### src/rtl/rr_arbiter_n_pkg.sv
// rr_arbiter_n_pkg: shared state encoding, sizing helper and default parameters
package rr_arbiter_n_pkg;
   typedef enum logic {IDLE = 1'b0, BUSY = 1'b1} state_t;
   localparam int RR_N_DEF = 4;
   localparam int RR_MAX_HOLD_DEF = 8;
   function automatic int clog2(input int v);
      int r;
      r = 0;
      while ((1 << r) < v) r++;
      return (r < 1) ? 1 : r;
   endfunction
endpackage

### src/rtl/rr_arbiter_n_pick.sv
// rr_pick: round-robin winner search from ptr as a double-width masked priority encoder
module rr_pick
   import rr_arbiter_n_pkg::*;
#(
   parameter int N = RR_N_DEF,
   localparam int W = clog2(N)
) (
   input  logic [N-1:0] req,
   input  logic [W-1:0] ptr,
   input  logic [N-1:0] excl,
   output logic [N-1:0] win,
   output logic [W-1:0] win_idx,
   output logic         any
);
   logic [N-1:0]   r;
   logic [N-1:0]   hi;
   logic [2*N-1:0] dbl;
   // Lower copy keeps only bits at or above ptr, so the lowest set bit is the wrap-around winner.
   always_comb begin
      r = req & ~excl;
      hi = r & ({N{1'b1}} << ptr);
      dbl = {r, hi};
      win_idx = '0;
      for (int i = 2*N-1; i >= 0; i--)
         if (dbl[i]) win_idx = W'(i % N);
      any = |r;
      win = any ? (N'(1) << win_idx) : '0;
   end
endmodule

### src/rtl/rr_arbiter_n.sv
// rr_arbiter_n: N-way round-robin arbiter with grant locking and bounded hold under contention
module rr_arbiter_n
   import rr_arbiter_n_pkg::*;
#(
   parameter int N = RR_N_DEF,
   parameter int MAX_HOLD = RR_MAX_HOLD_DEF,
   localparam int W = clog2(N),
   localparam int HW = clog2(MAX_HOLD + 1)
) (
   input  logic         clk,
   input  logic         rst,
   input  logic [N-1:0] req,
   output logic [N-1:0] grant,
   output logic [W-1:0] grant_idx,
   output logic         grant_valid
);
   state_t         state, state_nx;
   logic [N-1:0]   grant_nx, excl, win;
   logic [W-1:0]   idx_nx, ptr, ptr_nx, win_idx;
   logic [HW-1:0]  hold_cnt, hold_nx;
   logic           any, owner_req, others, hold_full, force_rot;
   rr_pick #(.N(N)) u_pick (
      .req     (req),
      .ptr     (ptr),
      .excl    (excl),
      .win     (win),
      .win_idx (win_idx),
      .any     (any)
   );
   always_comb begin
      owner_req = (state == BUSY) && req[grant_idx];
      others = |(req & ~grant);
      hold_full = (MAX_HOLD != 0) && (hold_cnt == HW'(MAX_HOLD));
      force_rot = owner_req && hold_full && others;
      excl = force_rot ? grant : '0;
      state_nx = state;
      grant_nx = grant;
      idx_nx = grant_idx;
      ptr_nx = ptr;
      hold_nx = hold_cnt;
      if ((!owner_req && any) || force_rot) begin
         state_nx = BUSY;
         grant_nx = win;
         idx_nx = win_idx;
         ptr_nx = (win_idx == W'(N-1)) ? '0 : win_idx + 1'b1;
         hold_nx = HW'(1);
      end else if (!owner_req) begin
         state_nx = IDLE;
         grant_nx = '0;
         idx_nx = '0;
      end else if (MAX_HOLD != 0 && !hold_full) begin
         hold_nx = hold_cnt + 1'b1;
      end
   end
   always_ff @(posedge clk) begin
      if (rst) begin
         state <= IDLE;
         grant <= '0;
         grant_idx <= '0;
         grant_valid <= 1'b0;
         ptr <= '0;
         hold_cnt <= '0;
      end else begin
         state <= state_nx;
         grant <= grant_nx;
         grant_idx <= idx_nx;
         grant_valid <= |grant_nx;
         ptr <= ptr_nx;
         hold_cnt <= hold_nx;
      end
   end
endmodule

### config.mk
export PLATFORM = sky130hd
export DESIGN_NAME = rr_arbiter_n
export DESIGN_NICKNAME = d
export VERILOG_FILES = /design/src/rtl/rr_arbiter_n_pkg.sv /design/src/rtl/rr_arbiter_n_pick.sv /design/src/rtl/rr_arbiter_n.sv
export SDC_FILE = /design/constraint.sdc
export NUM_CORES = 1
export LEC_CHECK = 0
export CAP_MARGIN = 20
export CORE_ASPECT_RATIO = 1.2
export CORE_MARGIN = 2
export CORE_UTILIZATION = 56
export CTS_CLUSTER_DIAMETER = 120
export DETAILED_ROUTE_END_ITERATION = 7
export PLACE_DENSITY = 0.85
export RECOVER_POWER = 25
export SYNTH_ARGS = -nofsm -noshare
export SYNTH_HDL_FRONTEND = slang
export SYNTH_SLANG_ARGS = --single-unit
### constraint.sdc
create_clock -name clk -period 5.9 [get_ports clk]
set_input_delay 1.475 -clock clk [delete_from_list [all_inputs] [get_ports clk]]
set_output_delay 1.475 -clock clk [all_outputs]
set_load 0.01 [all_outputs]
==> results by group, run 1 <==
Outcome
  • Result of the run: finished clean

Layout
  • Post-layout nets: 130
  • Share of final-layout standard cells stronger than drive strength 1: 6.78%
  • # diodes: 0
  • Layout Area Growth over Synthesis: 16.7%

Power and ir drop
  • IR Drop Worst-Case VDD: 0.000182 V
  • P per Cell Area: 253 mW/mm^2
  • Pleak: 0.397 nW

Floorplan
  • Num ports: 13
  • Starting Density: 60.9%
  • Core outline area: 0.00146 mm^2
  • Floorplan die height: 47.7 um
  • Die area: 0.00193 mm^2
  • FP Rows: 15
  • Die boundary width: 40.4 um

Route
  • Total wirelength of the detailed-routed design: 1980 um
  • DR iter-0 viols: 18
  • Vias: 814
  • Routed wirelength normalized by instance count: 14.7 um
  • DRC Markers: 0
  • Final ANT Viol Nets: 0
  • Via density: 6.03
  • Detailed Routing Iterations Pass 1: 4

Clock network
  • CTS Root Buffer Type: sky130_fd_sc_hd__clkbuf_4
  • Quantity of hold-fixing buffers added after cts: 0
  • Number of buffers created by CTS: 3
  • Deepest level of the CTS H-tree: 1
  • CTS sink count: 14
  • CTS tree: done
  • CTS clk-pin slew, worst paths: 0.08 ns
  • Number of setup buffers added after CTS: 0
  • Number of gates given a new drive strength after cts: 0
  • Buffers from clock root to sink, at most: 2
  • Clock latency on the worst-skew pair: 0.29 ns

Placement
  • GPL Wtd Cong: 0.809
  • Port Buf Inserts: 12
  • Sum of net half-perimeters after detailed placement: 1510 um

STA
  • Clock tree skew after final layout: 0.00284 ns
  • Slew headroom: 60.1%
  • Time the worst path needs with I/O delays and setup: 4.13 ns
  • Final setup violating endpoints: 0
  • Worst hold slack: 0.485 ns
  • Unrepaired setup endpoints after global routing: no
  • Number of slew-limit violations in the final report: 0
  • Period utilisation layout: 70.0%
  • Final hold violations: 0
  • Setup TNS: 0 ns
  • FMAX: 242 MHz
  • Slew of the pin with the lowest slew margin: 0.597 ns

Synth
  • Leading cell type by number of instances after synthesis: sky130_fd_sc_hd__dfxtp_1
  • Commonest register cell after synthesis: sky130_fd_sc_hd__dfxtp_1
  • Mean Syn Cell Area: 8.50 um^2
  • Post-Syn Instances: 105
  • Count of yosys warnings during synthesis: 0
  • Number of synthesized flops with an enable pin: 0
  • Share of synthesized area occupied by flip-flops and latches: 31.4%
  • Dominant cells by area after synthesis: sky130_fd_sc_hd__dfxtp_1 31%, sky130_fd_sc_hd__ha_1 5.6%, sky130_fd_sc_hd__nand2_1 5.5%
  • Yosys reg bits: 14
  • Largest area contributor in the netlist: sky130_fd_sc_hd__dfxtp_1
  • Synthesized Nets: 115
  • Post-synth cell types: 43
  • Area share of the largest cell type after synthesis: 31.4%
  • Async set or reset register ratio after synthesis: 0%
  • Synthesized area: 892 um^2
  • Post-synth top cells: 14 x sky130_fd_sc_hd__dfxtp_1, 13 x sky130_fd_sc_hd__nand2_1, 7 x sky130_fd_sc_hd__a21oi_1, 7 x sky130_fd_sc_hd__inv_1, 7 x sky130_fd_sc_hd__nor2_1

Worst setup path
  • Kind of launch point of the worst setup path: primary input
  • Required @ worst endpoint: 6.06 ns
  • Critical path arrival: 4.29 ns
  • Endpoint kind of the worst setup timing path: flip-flop
  • CP Max Fanout: 5
  • Setup Crit Path Kind: primary input to flip-flop

Flow run
  • Max-cap violations: 0

Global route
  • Overflow left after global routing: 0
  • All-Layer GR Usage: 23.2%
  • Wire length of the first global-routing pass: 2900 um
  • Vias in the first global route: 706
  • Maximum number of pins on one net before global-route repair: 15
  • Initial antenna violation count: 0

Worst hold path
  • Class of the most critical hold timing path: flip-flop to flip-flop
metrics by stage:
| step | instances | power [mW] | utilization (%) | setup WS, ns | cell area, um^2 |
|---|---|---|---|---|---|
| after floorplan | 105 | 0.182 | - | 2.41 | 892 |
| after global placement | 132 | 0.210 | 69.6 | 1.58 | 1020 |
| after detailed placement | 132 | 0.212 | 69.6 | 1.48 | 1020 |
| after CTS | 135 | 0.266 | 71.1 | 1.78 | 1040 |
| after global routing | 135 | 0.279 | 71.1 | 1.63 | 1040 |
| final | 135 | 0.263 | 71.1 | 1.77 | 1040 |
metal layers:
| layer | wire (um) | up-vias | track usage (%) |
|---|---|---|---|
| li1 | - | 414 | - |
| met1 | 865 | 374 | 26.2 |
| met2 | 991 | 20 | 39.7 |
| met3 | 87 | 6 | 4.19 |
| met4 | 35 | 0 | 14.0 |
| met5 | 0 | - | 0 |
placed cells by master, fill, tap and decap left out, types with 2 or more instances in the layout:
master | Yosys | routed
sky130_fd_sc_hd__inv_1 | 7 | 7
sky130_fd_sc_hd__o21bai_1 | 2 | 2
sky130_fd_sc_hd__dfxtp_1 | 14 | 14
sky130_fd_sc_hd__clkbuf_4 | 0 | 3
sky130_fd_sc_hd__a21oi_1 | 7 | 7
sky130_fd_sc_hd__o22ai_1 | 2 | 2
sky130_fd_sc_hd__a31oi_1 | 2 | 2
sky130_fd_sc_hd__dlygate4sd3_1 | 0 | 5
sky130_fd_sc_hd__nor2_1 | 7 | 7
sky130_fd_sc_hd__o21ai_0 | 2 | 2
sky130_fd_sc_hd__nand2_1 | 13 | 13
sky130_fd_sc_hd__nor3_1 | 5 | 5
sky130_fd_sc_hd__nand2b_1 | 3 | 3
sky130_fd_sc_hd__nand3_1 | 2 | 2
sky130_fd_sc_hd__clkdlybuf4s50_1 | 0 | 7
sky130_fd_sc_hd__nor2b_1 | 3 | 3
sky130_fd_sc_hd__mux2i_1 | 4 | 4
sky130_fd_sc_hd__ha_1 | 4 | 4
logic make-up after synthesis:
logic type / Yosys count / share of synthesized area (%)
DFF: 14 / 31.4
and+or+nand+nor: 41 / 22.7
xor gates and xnor gates: 2 / 1.96
adders and majority gates: 4 / 5.61
AOI/OAI and AO/OA: 31 / 29.2
buffers and inverters: 9 / 4.63
muxes: 4 / 4.49
worst paths after layout:
| path | slack [ns] | to | cells past startpoint | start |
|---|---|---|---|---|
| worst min-delay path | 0.48 | grant_idx[1] | 2 | grant_idx[1] |
| worst max-delay path | 1.77 | grant_valid | 10 | req[1] |
| worst max register to register | 2.91 | grant_valid | 11 | hold_cnt[0] |
| worst min register to register | 0.48 | grant_idx[1] | 2 | grant_idx[1] |
where the power goes:
group / internal, mW / switching, mW
combinational: 0.0426 / 0.0489
clock: 0.0238 / 0.0311
sequential: 0.106 / 0.0112
total: 0.172 / 0.0912
registers in the layout, indices dropped and copies added, names as in the netlist:
| name | cells |
|---|---|
| ptr | 2 |
| state | 1 |
| grant | 4 |
| grant_valid | 1 |
| hold_cnt | 4 |
| grant_idx | 2 |
layout make-up:
type	count	area, um^2
Tap cell	17	21.3
Timing Repair Buffer	12	120
Inverter	7	26.3
Multi-Input combinational cell	82	571
Sequential cell	14	280
Clock buffer	3	22.5
Fill cell	124	423
worst max-delay path, stage by stage:
cell                              delay [ns]
sky130_fd_sc_hd__clkdlybuf4s50_1        0.51
sky130_fd_sc_hd__nor2b_1                0.21
sky130_fd_sc_hd__or3_1                  0.38
sky130_fd_sc_hd__o32ai_1                0.52
sky130_fd_sc_hd__o21bai_1               0.13
sky130_fd_sc_hd__a21boi_0               0.42
sky130_fd_sc_hd__inv_1                  0.10
sky130_fd_sc_hd__ha_1                   0.23
sky130_fd_sc_hd__o211ai_1               0.19
sky130_fd_sc_hd__a41oi_2                0.13
No activity file was read; power rests on OpenSTA's default activity.
==> run 2: changes to the inputs <==
Settings changed: CORE_UTILIZATION 56 to 52, PLACE_DENSITY 0.85 to 0.8.
Clock period 5.9 ns to 4.2 ns, I/O delays scaled along.
==> run 2 against run 1 <==
Effect of this change: global-route usage fell by 0.14 points; critical path depth did not move; die area rose by 7.0%; routed wire length rose by 7.0%; final cell count rose by 1.5%; design area rose by 0.84%; power rose by 41%; register-to-register slack got worse by 1.5 ns; critical endpoint unchanged; largest power group unchanged; highest routed layer unchanged.
==> results by group, run 2 (synthesis gave the netlist of run 1 again) <==
Clock network
  • CTS clk-pin slew, worst paths: 0.08 ns (about the same)
  • Number of setup buffers added after CTS: 0 (unchanged)
  • Quantity of hold-fixing buffers added after cts: 0 (unchanged)
  • Clock latency on the worst-skew pair: 0.28 ns (about the same)
  • Deepest level of the CTS H-tree: 1 (unchanged)
  • CTS tree: done
  • CTS Root Buffer Type: sky130_fd_sc_hd__clkbuf_4
  • Buffers from clock root to sink, at most: 2 (unchanged)
  • Number of buffers created by CTS: 3 (unchanged)
  • Number of gates given a new drive strength after cts: 0 (unchanged)
  • CTS sink count: 14 (unchanged)

Floorplan
  • Num ports: 13 (unchanged)
  • Core outline area: 0.00162 mm^2 (+11%)
  • Die area: 0.00206 mm^2 (+7.0%)
  • FP Rows: 16 (+1)
  • Die boundary width: 41.8 um (+3.4%)
  • Starting Density: 55.0% (-5.9 points)
  • Floorplan die height: 49.4 um (+3.5%)

Layout
  • # diodes: 0 (unchanged)
  • Post-layout nets: 131 (+0.77%)
  • Top Registers: grant x4, hold_cnt x4
  • Commonest cells after routing, fill and taps aside: 14 x sky130_fd_sc_hd__dfxtp_1, 13 x sky130_fd_sc_hd__nand2_1
  • Layout Area Growth over Synthesis: 17.7%
  • Commonest non-fill, non-tap cell in the layout: sky130_fd_sc_hd__dfxtp_1
  • Share of final-layout standard cells stronger than drive strength 1: 7.56% (+0.78 points)

Global route
  • Wire length of the first global-routing pass: 3570 um (+23%)
  • Maximum number of pins on one net before global-route repair: 15 (unchanged)
  • All-Layer GR Usage: 23.1% (-0.14 points)
  • Vias in the first global route: 830 (+18%)
  • Initial antenna violation count: 0 (unchanged)
  • Overflow left after global routing: 0 (unchanged)

STA
  • Period utilisation layout: 88.8%
  • Number of slew-limit violations in the final report: 0 (unchanged)
  • Setup TNS: 0 ns (unchanged)
  • Unrepaired setup endpoints after global routing: no
  • Final setup violating endpoints: 0 (unchanged)
  • Time the worst path needs with I/O delays and setup: 3.73 ns
  • FMAX: 268 MHz
  • Slew of the pin with the lowest slew margin: 0.637 ns (+0.0396 ns)
  • Least setup slack across all paths after layout: 0.469 ns (-1.30 ns)
  • Final hold violations: 0 (unchanged)
  • Slew headroom: 57.1% (-3.0 points)
  • Clock tree skew after final layout: 0.00273 ns (-0.000113 ns)

Route
  • DRC Markers: 0 (unchanged)
  • Total wirelength of the detailed-routed design: 2120 um (+7.0%)
  • Routed wirelength normalized by instance count: 15.5 um (+5.5%)
  • Via density: 6.18 (+2.5%)
  • Vias: 847 (+4.1%)
  • DR iter-0 viols: 16 (-2)
  • Final ANT Viol Nets: 0 (unchanged)
  • Detailed Routing Iterations Pass 1: 4 (unchanged)

Worst setup path
  • Required @ worst endpoint: 4.35 ns (-1.71 ns)
  • Kind of launch point of the worst setup path: primary input
  • Setup Crit Path Kind: primary input to flip-flop
  • Endpoint kind of the worst setup timing path: flip-flop
  • Worst flop-to-flop path startpoint: grant_idx[0]
  • CP Max Fanout: 9 (+4)
  • Critical path arrival: 3.88 ns (-0.41 ns)
  • Crit. Startpoint: req[3]
  • Setup slack, reg-to-reg: 1.38 ns (-1.53 ns)

Power and ir drop
  • P per Cell Area: 354 mW/mm^2 (+40%)
  • IR Drop Worst-Case VDD: 0.000223 V (+23%)
  • Pleak: 0.402 nW (+1.4%)

Placement
  • Pre-CTS worst setup slack: 0.212 ns (-1.27 ns)
  • Port Buf Inserts: 12 (unchanged)
  • Sum of net half-perimeters after detailed placement: 1660 um (+9.6%)
  • GPL Wtd Cong: 0.835 (+3.2%)

Worst hold path
  • Class of the most critical hold timing path: flip-flop to flip-flop
  • Hold Path Origin: grant_idx[1]

Outcome
  • Result of the run: finished clean

Flow run
  • Max-cap violations: 0 (unchanged)
==> run 2: changes by cell type in the layout (fill, tap and decap cells not counted), sizes merged <==
cell / previous run / this run
buf: 0 / 1
==> run 2: path summary, 6_finish.rpt <==
check | endpoint | depth (start not counted)
min | grant_idx[1] | 2
max | grant_valid | 10
max reg2reg | grant_valid | 9
min reg2reg | grant_idx[1] | 2
==> run 2: power by group <==
group / total [mW] / internal (mW) / switching (mW)
combinational: 0.132 / 0.0606 / 0.0713
sequential: 0.165 / 0.148 / 0.0160
clock: 0.0754 / 0.0333 / 0.0421
==> run 2: stage by stage <==
step	power, mW	cell area (um^2)	utilization (%)	cells	hold slack, ns
after global routing	0.395	1050	64.7	137	0.541
after detailed placement	0.301	1030	63.3	134	0.498
after CTS	0.377	1050	64.7	137	0.512
after floorplan	0.255	892	-	105	0.497
after global placement	0.297	1030	63.3	134	0.481
final	0.372	1050	64.7	137	0.500
==> run 2: layout make-up <==
type | instances | area (um^2)
clock buffers | 3 | 22.5
fillers | 140 | 572
inverters | 7 | 26.3
multi-input cells | 82 | 571
flip-flops and latches | 14 | 280
well taps | 18 | 22.5
repair buffers | 13 | 128
==> run 2: critical path, stage by stage <==
cell and delay [ns]:
sky130_fd_sc_hd__clkdlybuf4s50_1 0.57, sky130_fd_sc_hd__mux2i_1 0.12, sky130_fd_sc_hd__o22a_1 0.32, sky130_fd_sc_hd__o31ai_1 0.49
sky130_fd_sc_hd__o32a_1 0.27, sky130_fd_sc_hd__a21boi_0 0.41, sky130_fd_sc_hd__inv_1 0.09, sky130_fd_sc_hd__ha_1 0.23
sky130_fd_sc_hd__o211ai_1 0.20, sky130_fd_sc_hd__a41oi_2 0.13
==> run 2: metal layers <==
layer  GRT usage [%]  wire length [um]
met2            40.9              1080
met3            4.07                78
met1            23.4               862
met4            17.7                93
met5               0                 0
==> run 3: changes to the inputs <==
Settings changed: CTS_CLUSTER_SIZE set to 24.
==> results of run 3 <==
Same layout as run 2: the final DEF is identical, and so are final timing and power.
